**config.mk**
```make
export PLATFORM = sky130hd
export DESIGN_NAME = data_mem_arbiter
export DESIGN_NICKNAME = d
export VERILOG_FILES = /design/src/rtl/data_mem_arbiter.sv
export SDC_FILE = /design/constraint.sdc
export NUM_CORES = 1
export LEC_CHECK = 0
export CAP_MARGIN = 20
export CORE_AREA = 8 8 129 131
export CTS_CLUSTER_DIAMETER = 50
export DETAILED_ROUTE_END_ITERATION = 16
export DIE_AREA = 0 0 137 139
export SYNTH_ARGS = -nofsm -noshare
export SYNTH_HDL_FRONTEND = slang
export SYNTH_SLANG_ARGS = --single-unit
```
**constraint.sdc**
```tcl
create_clock -name clk -period 3.35 [get_ports clk]
set_input_delay 0.67 -clock clk [delete_from_list [all_inputs] [get_ports clk]]
set_output_delay 0.67 -clock clk [all_outputs]
set_load 0.01 [all_outputs]
```
**src/rtl/data_mem_arbiter.sv**
```systemverilog
// Round-robin arbiter sharing one data_mem port between NUM_PORTS load/store
// requesters. Read issuers are remembered in an in-order tag FIFO so each
// data_mem result is steered back to the port that asked for it.
module data_mem_arbiter #(
   parameter int NUM_PORTS       = 2,
   parameter int RS_ID_WIDTH     = 5,
   parameter int MAX_OUTSTANDING = 4
) (
   input  logic                                  clk,
   input  logic                                  rst,
   input  logic [0:NUM_PORTS-1]                  req_valid,
   output logic [0:NUM_PORTS-1]                  req_ready,
   input  logic [0:NUM_PORTS-1][0:RS_ID_WIDTH-1] req_rs_id,
   input  logic [0:NUM_PORTS-1][0:4]             req_result_reg_addr,
   input  logic [0:NUM_PORTS-1][0:31]            req_address,
   input  logic [0:NUM_PORTS-1][0:3]             req_write_en,
   input  logic [0:NUM_PORTS-1][0:31]            req_write_data,
   input  logic [0:NUM_PORTS-1][0:3]             req_read_en,
   output logic                                  mem_valid,
   input  logic                                  mem_ready,
   output logic [0:RS_ID_WIDTH-1]                mem_rs_id,
   output logic [0:4]                            mem_result_reg_addr,
   output logic [0:31]                           mem_address,
   output logic [0:3]                            mem_write_en,
   output logic [0:31]                           mem_write_data,
   output logic [0:3]                            mem_read_en,
   input  logic                                  mem_out_valid,
   output logic                                  mem_out_ready,
   input  logic [0:RS_ID_WIDTH-1]                mem_out_rs_id,
   input  logic [0:4]                            mem_out_result_reg_addr,
   input  logic [0:31]                           mem_out_read_data,
   output logic [0:NUM_PORTS-1]                  resp_valid,
   input  logic [0:NUM_PORTS-1]                  resp_ready,
   output logic [0:RS_ID_WIDTH-1]                resp_rs_id,
   output logic [0:4]                            resp_result_reg_addr,
   output logic [0:31]                           resp_read_data,
   output logic                                  err_unexpected_resp
);

   localparam int PW = $clog2(NUM_PORTS);
   localparam int AW = $clog2(MAX_OUTSTANDING);
   localparam int CW = AW + 1;

   typedef logic [PW-1:0] port_t;

   // Arbitration state
   port_t          rr_ptr;
   logic           lock_valid;
   port_t          lock_port;

   // Tag FIFO state
   port_t          tag_mem [MAX_OUTSTANDING];
   logic [AW-1:0]  wr_ptr;
   logic [AW-1:0]  rd_ptr;
   logic [CW-1:0]  count;
   logic           err_q;

   logic [0:NUM_PORTS-1] is_read;
   logic [0:NUM_PORTS-1] is_null;
   logic [0:NUM_PORTS-1] eligible;
   logic                 fifo_full;
   logic                 fifo_empty;
   logic                 scan_found;
   port_t                scan_port;
   logic                 grant_valid;
   port_t                grant_port;
   logic                 accept;
   logic                 push;
   logic                 pop;
   port_t                head_port;

   assign fifo_full  = (count == CW'(MAX_OUTSTANDING));
   assign fifo_empty = (count == '0);

   // Classify each request and decide whether it may compete this cycle
   always_comb begin
      for (int i = 0; i < NUM_PORTS; i++) begin
         is_read[i]  = (req_read_en[i] != '0) && (req_write_en[i] == '0);
         is_null[i]  = (req_read_en[i] == '0) && (req_write_en[i] == '0);
         // Reads need a free tag slot; a same-cycle pop is deliberately ignored.
         eligible[i] = req_valid[i] && (!is_read[i] || !fifo_full);
      end
   end

   // First eligible port at or after the round-robin pointer, with wrap
   always_comb begin
      int idx;
      // NOTE: every variable gets a default before any conditional write,
      // otherwise the block infers a latch.
      idx        = 0;
      scan_found = 1'b0;
      scan_port  = rr_ptr;
      for (int k = 0; k < NUM_PORTS; k++) begin
         idx = int'(rr_ptr) + k;
         if (idx >= NUM_PORTS) idx = idx - NUM_PORTS;
         if (!scan_found && eligible[idx]) begin
            scan_found = 1'b1;
            scan_port  = port_t'(idx);
         end
      end
   end

   // A held lock overrides the scan so a stalled request stays stable
   always_comb begin
      grant_valid = lock_valid || scan_found;
      grant_port  = lock_valid ? lock_port : scan_port;
      // Null requests are absorbed here because data_mem would never take them.
      mem_valid   = !rst && grant_valid && !is_null[grant_port];
      accept      = !rst && grant_valid && (is_null[grant_port] || mem_ready);
      push        = accept && is_read[grant_port];
      req_ready   = '0;
      if (accept) req_ready[grant_port] = 1'b1;
   end

   assign mem_rs_id           = req_rs_id[grant_port];
   assign mem_result_reg_addr = req_result_reg_addr[grant_port];
   assign mem_address         = req_address[grant_port];
   assign mem_write_en        = req_write_en[grant_port];
   assign mem_write_data      = req_write_data[grant_port];
   assign mem_read_en         = req_read_en[grant_port];

   // Steer the data_mem result to the port at the head of the tag FIFO
   always_comb begin
      head_port     = tag_mem[rd_ptr];
      mem_out_ready = !rst && !fifo_empty && resp_ready[head_port];
      pop           = mem_out_valid && mem_out_ready;
      resp_valid    = '0;
      if (!rst && mem_out_valid && !fifo_empty) resp_valid[head_port] = 1'b1;
   end

   assign resp_rs_id           = mem_out_rs_id;
   assign resp_result_reg_addr = mem_out_result_reg_addr;
   assign resp_read_data       = mem_out_read_data;
   assign err_unexpected_resp  = err_q;

   // Round-robin pointer, grant lock, FIFO pointers/count and error flag
   always_ff @(posedge clk) begin
      // NOTE: state registers use non-blocking assignments so every flop
      // samples the pre-edge values regardless of statement order.
      if (rst) begin
         rr_ptr     <= '0;
         lock_valid <= 1'b0;
         lock_port  <= '0;
         wr_ptr     <= '0;
         rd_ptr     <= '0;
         count      <= '0;
         err_q      <= 1'b0;
      end else begin
         if (accept) begin
            rr_ptr     <= (grant_port == port_t'(NUM_PORTS - 1)) ? '0 : port_t'(grant_port + 1'b1);
            lock_valid <= 1'b0;
         end else if (mem_valid) begin
            lock_valid <= 1'b1;
            lock_port  <= grant_port;
         end
         if (push) wr_ptr <= wr_ptr + 1'b1;
         if (pop)  rd_ptr <= rd_ptr + 1'b1;
         case ({push, pop})
            2'b10:   count <= count + 1'b1;
            2'b01:   count <= count - 1'b1;
            default: count <= count;
         endcase
         if (mem_out_valid && fifo_empty) err_q <= 1'b1;
      end
   end

   // Tag storage: issuing port of every accepted read
   always_ff @(posedge clk) begin
      // NOTE: the tag array is not reset; count gates every read of it, so
      // stale entries are never observed.
      if (push) tag_mem[wr_ptr] <= grant_port;
   end

endmodule

```
**Yosys cells after proc, flatten, opt, wreduce, memory -nomap -nowiden**

Memories as Yosys holds them, arrays and structs flattened. A register that Yosys moved wholly into a read port is not among the register bits.
Index checks and enable logic that the tools add are counted.

- Add/subtract/negate cells: 8
- $lt $le $gt $ge: 8
- Equality and inequality tests: 3
- Mux-type cells: 52
- Bitwise operators: 5
- Reduce and logical (&&, ||, !) cells: 40

Operators by type and width:

| kind | number |
|---|---|
| two-way mux 32 bit | 8 |
| >= comparator 32 x 2 -> 1 bit (second input constant) | 2 |
| inverter 32 bit | 2 |
| two-way mux 5 bit | 6 |
| two-way mux 1 bit | 25 |
| two-way mux 4 bit | 6 |
| logical AND 1 bit | 19 |
| logical NOT 4 bit | 4 |
| two-way mux 2 bit | 4 |
| nonzero test 4 bit | 2 |
| logical NOT 1 bit | 7 |
| >= comparator 2 bit (second input constant) | 3 |
| one-hot mux 3 bit (2 select lines) | 1 |
| adder 2 x 1 -> 2 bit (second input constant) | 2 |
| logical OR 1 bit | 4 |
| less-than comparator 2 x 1 -> 1 bit (second input constant) | 2 |
| inverter 1 -> 2 bit | 2 |
| adder 3 x 1 -> 3 bit (second input constant) | 1 |
| == test 3 bit (second input constant) | 1 |
| logical NOT 3 bit | 1 |
| subtractor 1 x 2 -> 3 bit (second input constant) | 1 |
| subtractor 2 x 2 -> 3 bit (second input constant) | 1 |
| subtractor 3 x 1 -> 3 bit (second input constant) | 1 |
| adder 1 x 1 -> 2 bit (second input constant) | 1 |
| other kinds (9) | 10 |

- Register bits: 11
- Bits in writable memories: 4
- Input port bits: 214
- Output and inout bits: 131
- Logic and storage cells: 124
- Memories kept: 1

Memory list:

| name | words | width | read ports | clocked after Yosys merged registers in | wr ports | RTL line | source |
|---|---|---|---|---|---|---|---|
| tag_mem | 4 | 1 | 1 | 1 | 1 | 52 | `port_t tag_mem [MAX_OUTSTANDING];` |

**Depth between registers and ports, before layout**

Gate-level depths: netlist of the first run.

- Word-level depth: 22
- Gate-level depth with buffers: 11
- Mapped depth without buffers: 11

**Worst setup path before layout of the first run**

No wires, ideal clock.

- Path kind: input -> register
- From: input port req_write_en[5] (netlist bit)
- To: register count[2]
- Setup time: 71 ps
- Arrival: 3410 ps
- Required time: 3279 ps
- Slack: -131 ps
- Stages on the path: 11
- Path buffers: 0
- Path through: or4_1 -> o32a_1 -> o21bai_4 -> nand2_4 -> mux2i_4 -> ha_1 -> inv_1 -> fa_1 -> xor2_1 -> or3_1 -> a21oi_1

- Word-level cells in the longest chain between the ends: 22
- Elaborated cells between the ends (all ways): 35
- Those cells by class: eq/ne (2); mux (18); bitwise (1); reduce/logical (14)

RTL lines:

| item | RTL line | source |
|---|---|---|
| start: declaration | 16 | `input logic [0:NUM_PORTS-1][0:3] req_write_en,` |
| logical NOT 4 bit (*) | 78, 79 |  |
| logical AND 1 bit | 78 | `is_read[i] = (req_read_en[i] != '0) && (req_write_en[i] == '0);` |
| logical NOT 1 bit | 81 | `eligible[i] = req_valid[i] && (!is_read[i] \|\| !fifo_full);` |
| logical OR 1 bit | 81 |  |
| logical AND 1 bit | 81 |  |
| two-way mux 1 bit (not written as such) (3 in a row) | 96 | `if (!scan_found && eligible[idx]) begin` |
| two-way mux 1 bit | 96 |  |
| logical NOT 1 bit | 96 |  |
| [2 not listed] | n/a |  |
| two-way mux 1 bit | 106 | `grant_port = lock_valid ? lock_port : scan_port;` |
| inverter 1 -> 2 bit (not written as such) | 109, 110 |  |
| two-way mux 1 bit (not written as such) (3 in a row) | 109 | `accept = !rst && grant_valid && (is_null[grant_port] \|\| mem_ready);` |
| logical OR 1 bit | 109 |  |
| logical AND 1 bit | 109 |  |
| logical AND 1 bit (*) | 110 | `push = accept && is_read[grant_port];` |
| == test 2 x 1 -> 1 bit / == test 2 bit (equally long branches) | 158 | `case ({push, pop})` |
| one-hot mux 3 bit (2 select lines) / nonzero test 2 bit (equally long branches) | n/a |  |
| end signal: assignment | 159 | `2'b10: count <= count + 1'b1;` |
| end signal: assignment | 160 | `2'b01: count <= count - 1'b1;` |
| end signal: assignment | 161 | `default: count <= count;` |
| end: declaration | 55 | `logic [CW-1:0] count;` |

Every way passes the cells marked *; elsewhere a longest branch is shown, timed or not. The select of a mux whose other input is x is not followed.
A chain may end at the register's enable or synchronous reset.

**Final worst setup path of the first run**

- From: input port req_write_en[6] (netlist bit)
- To: output port mem_write_data[23] (netlist bit)

- Word-level cells in the longest chain between the ends: 17
- Elaborated cells between the ends (all ways): 21
- Those cells by class: mux (13); bitwise (1); reduce/logical (7)

RTL lines:

| item | RTL line | source |
|---|---|---|
| logical NOT 4 bit (*) | 78 |  |
| logical AND 1 bit (*) | 78 |  |
| logical NOT 1 bit (*) | 81 |  |
| logical OR 1 bit (*) | 81 |  |
| logical AND 1 bit (*) | 81 |  |
| two-way mux 1 bit (not written as such) (3 in a row) | 96 |  |
| two-way mux 1 bit | 96 |  |
| logical NOT 1 bit | 96 |  |
| logical AND 1 bit | 96 |  |
| two-way mux 1 bit (*) | 96 |  |
| two-way mux 1 bit (*) | 106 |  |
| inverter 1 -> 2 bit (not written as such) (*) | 119 | `assign mem_write_data = req_write_data[grant_port];` |
| two-way mux 32 bit (not written as such) (*) (3 in a row) | 119 |  |
| end: declaration | 25 | `output logic [0:31] mem_write_data,` |

Marks and branches as above.

==> results.md, run 1 <==
* Status: finished, violations left
* Failing checks: setup timing
* Max Clock Skew at roughly 0.0018 ns
* CTS tree: yes
* Unrepaired setup endpoints after global routing: true
* Die Area at approximately 19000 um2
* Stages on the worst setup path at 9
* Hpwl dp at ~12000 um
* Number of global-route vias before repair at 3383
* Rel. slew slack at between 60% and 70%
* DP Cell Count at around 660
* Net switching power at 0.4698 mW
* Worst path cell trace: buf_6 -> or4_4 -> o32a_1 -> o21bai_4 -> nand2_4 -> buf_4 -> buf_12 -> mux2_2 -> clkdlybuf4s15_2
* First-pass GRT wire length at about 21000 um
* H-tree depth at 1
* Tot GR Track Use at 14.65%
* Reg power frac at 14.2%
* Part of the power in combinational logic at a little under three quarters
* R2R cell count at 13
* Seq cells post-synth at 17
* Total Neg Setup Slack at -3.624 ns
* Antenna violations before repair at 0
* Vias per cell at a little over 4
* Setup slack, reg-to-reg at -0.07 ns
* Setup CP Type: in -> out
* Layout net count at around 750
* Grt met1 use at roughly 16%
* Pint at approximately 1.1 mW
* Least-Margin Pin Slew at around 0.45 ns
* WL final at 15370 um
* CTS Buffer Depth at 2
* VDD IR-drop max at ~150 uV
* Starting Density at about 16%
* Hold Crit Class: reg -> reg
* Share of cells above drive strength 1 at a little over half
* DR DRC count at 0
* Worst r2r dst: count[2]$_SDFFE_PP0P_
* GRT Max-Usage Layer: met2
* Clk pwr share at 14.9%
* Final setup vio count at 65
* Max Cap Viol at 0
* M2 GR Usage at between 20% and 30%
* Netlist cell types at 44
* DRT Pass-1 Iters at 4
* Num CTS Buffers at 3
* Hold Vio Cnt, Final at 0
* Hold path start: err_unexpected_resp$_SDFFE_PP0P_
* P per Cell Area at between 200 and 300 nW/um2
* Buf/Inv on CP at 4
* CP endpoint kind: output pin
* Placement Setup Slack at -0.8234 ns
* CP top delay family: simple AND/OR/NAND/NOR gates
* I/O pins at between 300 and 400
* Switching Fraction at 30.03%
* ANT cells at 0
* Grt met3 use at under 10%
* Clk slew on worst S/H paths at 0.05 ns
* Arrival time worst endpoint at 2.81 ns
* Root Buffer: clkbuf_16
* Static Leak at approximately 2.5 nW
* Post-Syn Nets at between 400 and 500
* Cells after Synth at between 200 and 250
* Worst hold path endpoint: err_unexpected_resp$_SDFFE_PP0P_
* Hold Path Depth at 2
* Worst-path fanout max at 9
* Clock sink count at 17
* DR iter-0 viols at between 80 and 90
* Mean Syn Cell Area at around 10 um2
* Area growth, synth to finish at 146.9%
* Min Tclk post-route at 3.481 ns
* Post-route ant nets at 0
* Gr ovfl total at 0
* Slowest CP cell: or4_4
* Final WS setup at -0.1310 ns
* Tcrit/Tclk final at 103.9%
* Peak Freq at between 200 and 300 MHz
* Reg-to-reg startpoint: lock_valid$_SDFFE_PP0P_
* Cell Area, Synth at approximately 2300 um2
* Placeable Area at ~15000 um2
* DR WL/cell at approximately 22 um
* CP required at 2.68 ns
* Die Height at around 140 um
* Non-Filler Instances at 712
* Peak per-stage delay on the critical path at about 0.54 ns
* Rows at 45
* Startpoint Class: input port
* Buffers added on ports at between 200 and 300
* Fin. max-slew vios at 0
* Pin count of the biggest net entering global routing at 19
* Ys Warns at 0
* Routed via count at ~3000
* Seq/Total Area, Yosys at between 10% and 20%
* Die W at between 100 and 150 um
* Gpl congestion at between 0.7 and 0.8
* # hold bufs at CTS at 0
* CP startpoint: req_write_en[6]
* Later-pin clock latency in the skew report at between 0.2 and 0.25 ns
kinds of logic (layout without fill, tap and decap cells):
group	after synthesis	count (layout)	share of synthesized area [%]
AOI/OAI and AO/OA	19	19	7.001
adders and majority gates	6	6	3.528
and+or+nand+nor	43	43	11.55
xor gates and xnor gates	4	4	1.497
muxes	87	87	42.86
buffers and inverters	59	348	17.32
DFF	17	17	16.25
synthesized netlist by cell type, drive strengths merged:
master	number	share of area, %
a211oi	2	0.64
a21oi	7	1.5
a22oi	1	0.32
a311oi	1	0.64
a41oi	1	1.2
and2b	2	0.64
and3	1	0.27
and3b	2	0.75
buf	51	16
clkbuf	1	0.16
dfxtp	13	11
edfxtp	4	5.1
fa	1	0.86
ha	5	2.7
inv	7	1.1
mux2	83	40
mux2i	3	1.8
mux4	1	0.96
nand2	3	0.80
nand2b	1	0.27
nand3	1	0.21
nor2	14	2.2
nor2b	3	0.80
nor3	3	0.86
nor4	5	2.2
o21ai	3	0.64
o21bai	2	1.3
o31a	1	0.37
o32a	1	0.43
or2	3	0.80
or3	1	0.27
or4	3	0.96
or4b	1	0.43
xnor2	1	0.37
xor2	3	1.1
worst max path at each step:
stage and endpoint:
2_1_floorplan count[2]$_SDFFE_PP0P_, 3_3_place_gp mem_rs_id[0], 3_5_place_dp mem_rs_id[0], 4_1_cts mem_rs_id[0], 5_1_grt count[2]$_SDFFE_PP0P_, 6_report mem_write_data[23]
layer usage:
metal | wire length [um] | part of all wire [%]
met2 | 8287 | 54
met3 | 1225 | 8.0
met4 | 97 | 0.63
met5 | 0 | 0
met1 | 5759 | 37
timing repair:
| action | 4_1_cts | 5_1_grt |
|---|---|---|
| pin swaps | 8 | 7 |
| buffers inserted | 27 | 11 |
| gates cloned | 7 | 3 |
| resized for setup | 436 | 61 |
| endpoints found under the setup margin | 87 | 87 |
final cells by class:
cell class | instances | area (um2)
fill | 1506 | 8972
timing repair buffer | 337 | 3299
multi-input combinational | 159 | 1758
sequential | 17 | 380.4
tap | 188 | 235.2
clock buffer | 3 | 75.07
inverter | 7 | 26.28
clock inverter | 1 | 5.005
metrics by stage:
| step | instance area, um2 | hold slack [ns] | util, % | power [mW] |
|---|---|---|---|---|
| 5_1_grt | 5779 | 0.4986 | 39.18 | 1.641 |
| 6_report | 5779 | 0.4649 | 39.18 | 1.565 |
| 3_3_place_gp | 5076 | 0.4587 | 34.41 | 1.089 |
| 3_5_place_dp | 5076 | 0.4637 | 34.41 | 1.090 |
| 4_1_cts | 5510 | 0.4770 | 37.35 | 1.478 |
| 2_1_floorplan | 2345 | 0.4687 | - | 0.6037 |
power by group through the flow:
stage | registers (mW) | clock network [mW] | logic [mW]
6_report | 0.222 | 0.234 | 1.11
3_3_place_gp | 0.225 | 0 | 0.863
5_1_grt | 0.222 | 0.249 | 1.17
2_1_floorplan | 0.226 | 0 | 0.378
4_1_cts | 0.222 | 0.241 | 1.02
3_5_place_dp | 0.225 | 0 | 0.865
cells in the final DEF, fill, tap and decap left out, drive strengths merged, types with 2 or more instances in the layout:
master	synthesis	final
clkdlybuf4s15	0	5
clkbuf	1	10
nor3	3	3
ha	5	5
a21oi	7	7
mux2i	3	3
dfxtp	13	13
dlygate4sd2	0	6
inv	7	7
a211oi	2	2
and3b	2	2
nand2	3	3
clkdlybuf4s50	0	159
mux2	83	83
and2b	2	2
buf	51	160
nor2	14	14
nor2b	3	3
o21bai	2	2
xor2	3	3
o21ai	3	3
edfxtp	4	4
nor4	5	5
or4	3	3
or2	3	3
tightest hold or removal path: stages, from the launching register on:
cell and delay (ns):
dfxtp_1 0.32, a21oi_1 0.04, nor2_1 0.07
Note: power is estimated with default switching activity, not from simulation.
==> inputs of run 2 (changes only) <==
--- a/config.mk
+++ b/config.mk
@@ -7,9 +7,10 @@
 export LEC_CHECK = 0
 export CAP_MARGIN = 20
 export CORE_AREA = 8 8 129 131
-export CTS_CLUSTER_DIAMETER = 50
+export CTS_CLUSTER_DIAMETER = 60
 export DETAILED_ROUTE_END_ITERATION = 16
 export DIE_AREA = 0 0 137 139
+export RECOVER_POWER = 100
 export SYNTH_ARGS = -nofsm -noshare
 export SYNTH_HDL_FRONTEND = slang
 export SYNTH_SLANG_ARGS = --single-unit
==> run 2 against run 1 <==
Effect of this change:
- the run still ends with setup timing left
- non-clock buffer count did not move
- die area did not move
- first-iteration DRC count fell by 12%
- clock skew barely moved
- clock power barely moved
- critical path depth did not move
- critical path type unchanged
==> results.md, run 2 (same netlist as run 1, synthesis figures left out) <==
* Die Height at ~140 um
* Clk slew on worst S/H paths at roughly 0.050 ns
* WL final at ~15000 um
* Pin count of the biggest net entering global routing at 19
* Peak per-stage delay on the critical path at 0.54 ns
* Placeable Area at around 15000 um2
* Hold Vio Cnt, Final at 0
* CP top delay family: simple AND/OR/NAND/NOR gates
* Failing checks: setup timing
* Final WS setup at -0.1334 ns
* CTS Buffer Depth at 2
* Post-route ant nets at 0
* Commonest non-fill, non-tap cells in the layout: clkdlybuf4s50_1, buf_6, buf_4
* Reg power frac at between 10 and 15%
* CP endpoint kind: output pin
* Status: finished, violations left
* Root Buffer: clkbuf_16
* P per Cell Area at around 270 nW/um2
* Net switching power at approximately 0.47 mW
* Die Area at around 19000 um2
* Die W at approximately 140 um
* Setup crit end: mem_write_data[23]
* Gpl congestion at ~0.8
* Rows at 45
* Antenna violations before repair at 0
* DR WL/cell at roughly 22 um
* Design area at just under 6000 um2
* FILL cells at 1508
* CP required at 2.68 ns
* Placement Setup Slack at -0.8234 ns
* DRT Pass-1 Iters at 7
* Instance area at placement at slightly above 5000 um2
* Number of global-route vias before repair at approximately 3400
* First-pass GRT wire length at approximately 21000 um
* Arrival time worst endpoint at around 2.8 ns
* Buf/Inv on CP at 4
* Final Util at around two fifths
* Vias per cell at slightly above 4
* DP Cell Count at approximately 660
* Setup slack, reg-to-reg at -0.08 ns
* Reg-to-reg startpoint: lock_valid$_SDFFE_PP0P_
* Hold Slack at 0.4590 ns
* Tcrit/Tclk final at 104.0%
* Share of cells above drive strength 1 at between 50% and 60%
* Part of the power in combinational logic at a little under three quarters
* H-tree depth at 1
* ANT cells at 0
* Routed via count at just under 3000
* Gr ovfl total at 0
* Startpoint Class: input port
* CP startpoint: req_write_en[6]
* Clk pwr share at about 15%
* Non-Filler Instances at around 700
* DR DRC count at 0
* VDD IR-drop max at 145.0 uV
* Design Power at 1.564 mW
* Worst-path fanout max at 9
* Buffers added on ports at between 200 and 300
* Layout net count at 745
* Setup CP Type: in -> out
* Unrepaired setup endpoints after global routing: true
* Commonest non-fill, non-tap cell in the layout: clkdlybuf4s50_1
* Num CTS Buffers at 3
* I/O pins at 345
* Fin. max-slew vios at 0
* Min Tclk post-route at about 3.5 ns
* Max Clock Skew at 0.001787 ns
* Rel. slew slack at between 50% and 60%
* Worst path cell trace: buf_6 -> or4_4 -> o32a_1 -> o21bai_4 -> nand2_4 -> buf_4 -> buf_12 -> mux2_2 -> clkdlybuf4s15_2
* Total Neg Setup Slack at -3.804 ns
* Stages on the worst setup path at 9
* Area growth, synth to finish at 146.7%
* Worst r2r dst: count[2]$_SDFFE_PP0P_
* Hold Crit Class: reg -> reg
* DR iter-0 viols at 73
* Pint at roughly 1.1 mW
* Hold Path Depth at 2
* Starting Density at 15.87%
* Max Cap Viol at 0
* Peak Freq at about 290 MHz
* Least-Margin Pin Slew at roughly 0.66 ns
* Later-pin clock latency in the skew report at 0.24 ns
* Tot GR Track Use at 14.65%
* Slowest CP cell: or4_4
* Static Leak at roughly 2.5 nW
* Clock sink count at 17
* CTS tree: yes
* Final setup vio count at 67
* R2R cell count at 13
* Hpwl dp at between 10000 and 15000 um
* Switching Fraction at a little under a third
-- run 2: per-layer routing --
metal,vias up,track usage [%],wire length [um]
li1,1384,-,-
met1,1403,16.28,5727
met2,149,26.80,8302
met3,14,5.109,1257
met4,0,1.373,97
met5,-,0,0
-- run 2: power groups by stage --
stage | sequential, mW | clock [mW] | combinational [mW]
detailed placement | 0.225 | 0 | 0.865
finish | 0.222 | 0.234 | 1.11
global route | 0.222 | 0.249 | 1.17
floorplan | 0.226 | 0 | 0.378
global placement | 0.225 | 0 | 0.863
CTS | 0.222 | 0.241 | 1.02
-- run 2: worst reg2reg max path: stages, from the launching register on --
cell      delay [ns]
dfxtp_1         0.31
or4b_1          0.62
o32a_1          0.41
o21bai_4        0.19
nand2_4         0.12
buf_6           0.14
buf_16          0.14
mux2i_4         0.24
ha_2            0.21
inv_2           0.04
fa_2            0.32
xor2_1          0.16
or3_1           0.34
a21oi_2         0.12
-- run 2: layout make-up --
class	instances	area, um2	area share, %
sequential	17	380.4	6.586
inverter	7	26.28	0.4549
timing repair buffer	337	3296	57.06
clock buffer	3	75.07	1.300
tap	188	235.2	4.073
clock inverter	1	5.005	0.08666
multi-input combinational	159	1758	30.44
-- run 2: worst min path at each step --
stage / start / endpoint
2_1_floorplan: wr_ptr[0]$_SDFFE_PP0P_ / wr_ptr[0]$_SDFFE_PP0P_
3_3_place_gp: err_unexpected_resp$_SDFFE_PP0P_ / err_unexpected_resp$_SDFFE_PP0P_
3_5_place_dp: err_unexpected_resp$_SDFFE_PP0P_ / err_unexpected_resp$_SDFFE_PP0P_
4_1_cts: err_unexpected_resp$_SDFFE_PP0P_ / err_unexpected_resp$_SDFFE_PP0P_
5_1_grt: err_unexpected_resp$_SDFFE_PP0P_ / err_unexpected_resp$_SDFFE_PP0P_
6_report: err_unexpected_resp$_SDFFE_PP0P_ / err_unexpected_resp$_SDFFE_PP0P_
-- run 2: repair_timing --
| item | 4_1_cts | 5_1_grt |
|---|---|---|
| setup buffers | 27 | 11 |
| gates resized for setup | 436 | 61 |
| setup endpoints to repair | 87 | 87 |
| cloned | 7 | 3 |
| hold buffers | 0 | 0 |
| pin swaps | 8 | 7 |
==> inputs of run 3 (changes only) <==
--- a/config.mk
+++ b/config.mk
@@ -10,6 +10,7 @@
 export CTS_CLUSTER_DIAMETER = 60
 export DETAILED_ROUTE_END_ITERATION = 16
 export DIE_AREA = 0 0 137 139
+export PLACE_DENSITY = 0.73
 export RECOVER_POWER = 100
 export SYNTH_ARGS = -nofsm -noshare
 export SYNTH_HDL_FRONTEND = slang
==> run 3 against run 2 <==
Effect of this change:
- cell area grew 1.5%
- utilization grew 0.59 points
- the flow still finishes with violations (setup timing)
- clock-buffer cell count is the same
- via count is the same
- power grew 1.2%
- critical endpoint is now mem_address[0]
- sequential share of layout area shrank 0.098 points
- register-to-register slack gained 0.05 ns
- largest cell class unchanged
- largest power group unchanged
- fmax shrank 0.19%
==> results.md, run 3 (same netlist as run 1, synthesis figures left out) <==
* ANT cells at 0
* Buf/Inv on CP at 5
* H-tree depth at 1
* Worst hold path endpoint: err_unexpected_resp$_SDFFE_PP0P_
* Number of global-route vias before repair at 3340
* Clk slew on worst S/H paths at 0.05 ns
* VDD IR-drop max at between 100 and 150 uV
* Clock sink count at 17
* Peak per-stage delay on the critical path at between 0.5 and 0.6 ns
* CP top delay family: simple AND/OR/NAND/NOR gates
* Pin count of the biggest net entering global routing at 19
* First-pass GRT wire length at around 20000 um
* CTS Buffer Depth at 2
* Part of the power in combinational logic at a little under three quarters
* R2R cell count at 13
* CP required at between 2 and 3 ns
* Status: finished, violations left
* Total Neg Setup Slack at -2.921 ns
* DRT Pass-1 Iters at 6
* Routed via count at 2950
* Hold path start: err_unexpected_resp$_SDFFE_PP0P_
* Reg power frac at between 10 and 15%
* Later-pin clock latency in the skew report at ~0.25 ns
* Least-Margin Pin Slew at 0.4749 ns
* Stages on the worst setup path at 10
* Rows at 45
* Final setup vio count at 47
* Setup slack, reg-to-reg at -0.03 ns
* DR WL/cell at 21.08 um
* Die Area at 19040 um2
* Net switching power at between 0.4 and 0.5 mW
* Buffers added on ports at 260
* CTS tree: yes
* Hold Slack at between 0.4 and 0.5 ns
* Die Height at ~140 um
* Fin. max-slew vios at 0
* Worst path cell trace: buf_6 -> or4_4 -> o32a_1 -> o21bai_4 -> nand2_8 -> buf_6 -> buf_12 -> buf_12 -> mux2_2 -> buf_2
* Failing checks: setup timing
* Vias per cell at 4.184
* Num CTS Buffers at 3
* DR iter-0 viols at 48
* Commonest non-fill, non-tap cell in the layout: clkdlybuf4s50_1
* Tot GR Track Use at ~14%
* Final Util at between 30% and 40%
* Gr ovfl total at 0
* Pint at around 1.1 mW
* Switching Fraction at ~30%
* Placeable Area at between 10000 and 15000 um2
* Max Cap Viol at 0
* Commonest non-fill, non-tap cells in the layout: clkdlybuf4s50_1, buf_6, mux2_4
* Final WS setup at -0.1399 ns
* Tcrit/Tclk final at 104.2%
* Hpwl dp at between 10000 and 15000 um
* DR DRC count at 0
* Min Tclk post-route at 3.490 ns
* Antenna violations before repair at 0
* Hold Path Depth at 2
* Clk pwr share at between 10% and 20%
* Area growth, synth to finish at 150.5%
* Worst-path fanout max at 9
* Share of cells above drive strength 1 at a little over half
* Post-route ant nets at 0
* Max Clock Skew at around 0.0014 ns
* WL final at 14860 um
* Layout net count at ~740
* Rel. slew slack at 68.09%
* Worst r2r dst: count[2]$_SDFFE_PP0P_
* Root Buffer: clkbuf_16
* Hold Crit Class: reg -> reg
* Static Leak at ~2.6 nW
* I/O pins at 345
* Setup CP Type: in -> out
* Arrival time worst endpoint at about 2.8 ns
* Slowest CP cell: or4_4
* Hold Vio Cnt, Final at 0
* Peak Freq at about 290 MHz
* Reg-to-reg startpoint: lock_valid$_SDFFE_PP0P_
* Starting Density at between 15 and 20%
* Die W at 137 um
* Gpl congestion at about 0.85
* Startpoint Class: input port
* CP endpoint kind: output pin
* Unrepaired setup endpoints after global routing: true
* P per Cell Area at approximately 270 nW/um2
## run 3: cell type report
| type | count | area (um2) |
|---|---|---|
| clock inverter | 1 | 5.005 |
| multi-input combinational | 159 | 1851 |
| clock buffer | 3 | 75.07 |
| fill | 1456 | 8889 |
| tap | 188 | 235.2 |
| inverter | 7 | 26.28 |
| timing repair buffer | 330 | 3291 |
| sequential | 17 | 380.4 |
## run 3: worst reg2reg max path: stages (launching register included)
cell and delay [ns]:
dfxtp_1 0.31, or4b_1 0.58, o32a_1 0.40, o21bai_4 0.22
nand2_8 0.12, buf_6 0.12, buf_6 0.10, mux2i_4 0.25
ha_2 0.22, inv_2 0.04, fa_2 0.34, xor2_2 0.16
or3_4 0.33, a21oi_2 0.13
## run 3: worst max path at each step
stage / start / end / slack, ns
global placement: req_read_en[1] / req_ready[0] / -0.73
floorplan: req_write_en[5] / count[2]$_SDFFE_PP0P_ / -0.06
CTS: req_write_en[3] / mem_write_data[17] / -0.21
detailed placement: req_read_en[1] / mem_write_data[12] / -0.81
global route: req_write_en[5] / count[2]$_SDFFE_PP0P_ / -0.19
finish: req_write_en[5] / mem_address[0] / -0.14
## run 3: metrics by stage
stage / cell area, um2 / total power [mW] / instances / setup WS, ns
2_1_floorplan: 2345 / 0.6037 / 235 / -0.05929
3_3_place_gp: 5084 / 1.080 / 665 / -0.7283
3_5_place_dp: 5084 / 1.087 / 665 / -0.8139
4_1_cts: 5489 / 1.476 / 700 / -0.2069
5_1_grt: 5863 / 1.661 / 705 / -0.1917
6_report: 5863 / 1.582 / 705 / -0.1399
## run 3: repair_timing
item / 4_1_cts / 5_1_grt
pin swaps: 7 / 6
setup buffers: 27 / 8
hold buffers: 0 / 0
gates cloned: 4 / 3
setup endpoints to repair: 87 / 85
resized for setup: 467 / 94
## run 3: routing by layer
| layer | share of wire [%] | global-route usage, % | vias up |
|---|---|---|---|
| li1 | - | - | 1366 |
| met1 | 37 | 15.07 | 1409 |
| met4 | 1.0 | 2.689 | 0 |
| met5 | 0 | 0 | - |
| met2 | 53 | 25.46 | 161 |
| met3 | 9.8 | 5.580 | 14 |
## run 3: power groups by stage
stage / clock [mW] / combinational [mW] / sequential, mW
2_1_floorplan: 0 / 0.378 / 0.226
3_3_place_gp: 0 / 0.855 / 0.225
3_5_place_dp: 0 / 0.861 / 0.226
4_1_cts: 0.242 / 1.01 / 0.222
5_1_grt: 0.255 / 1.18 / 0.222
6_report: 0.238 / 1.12 / 0.222
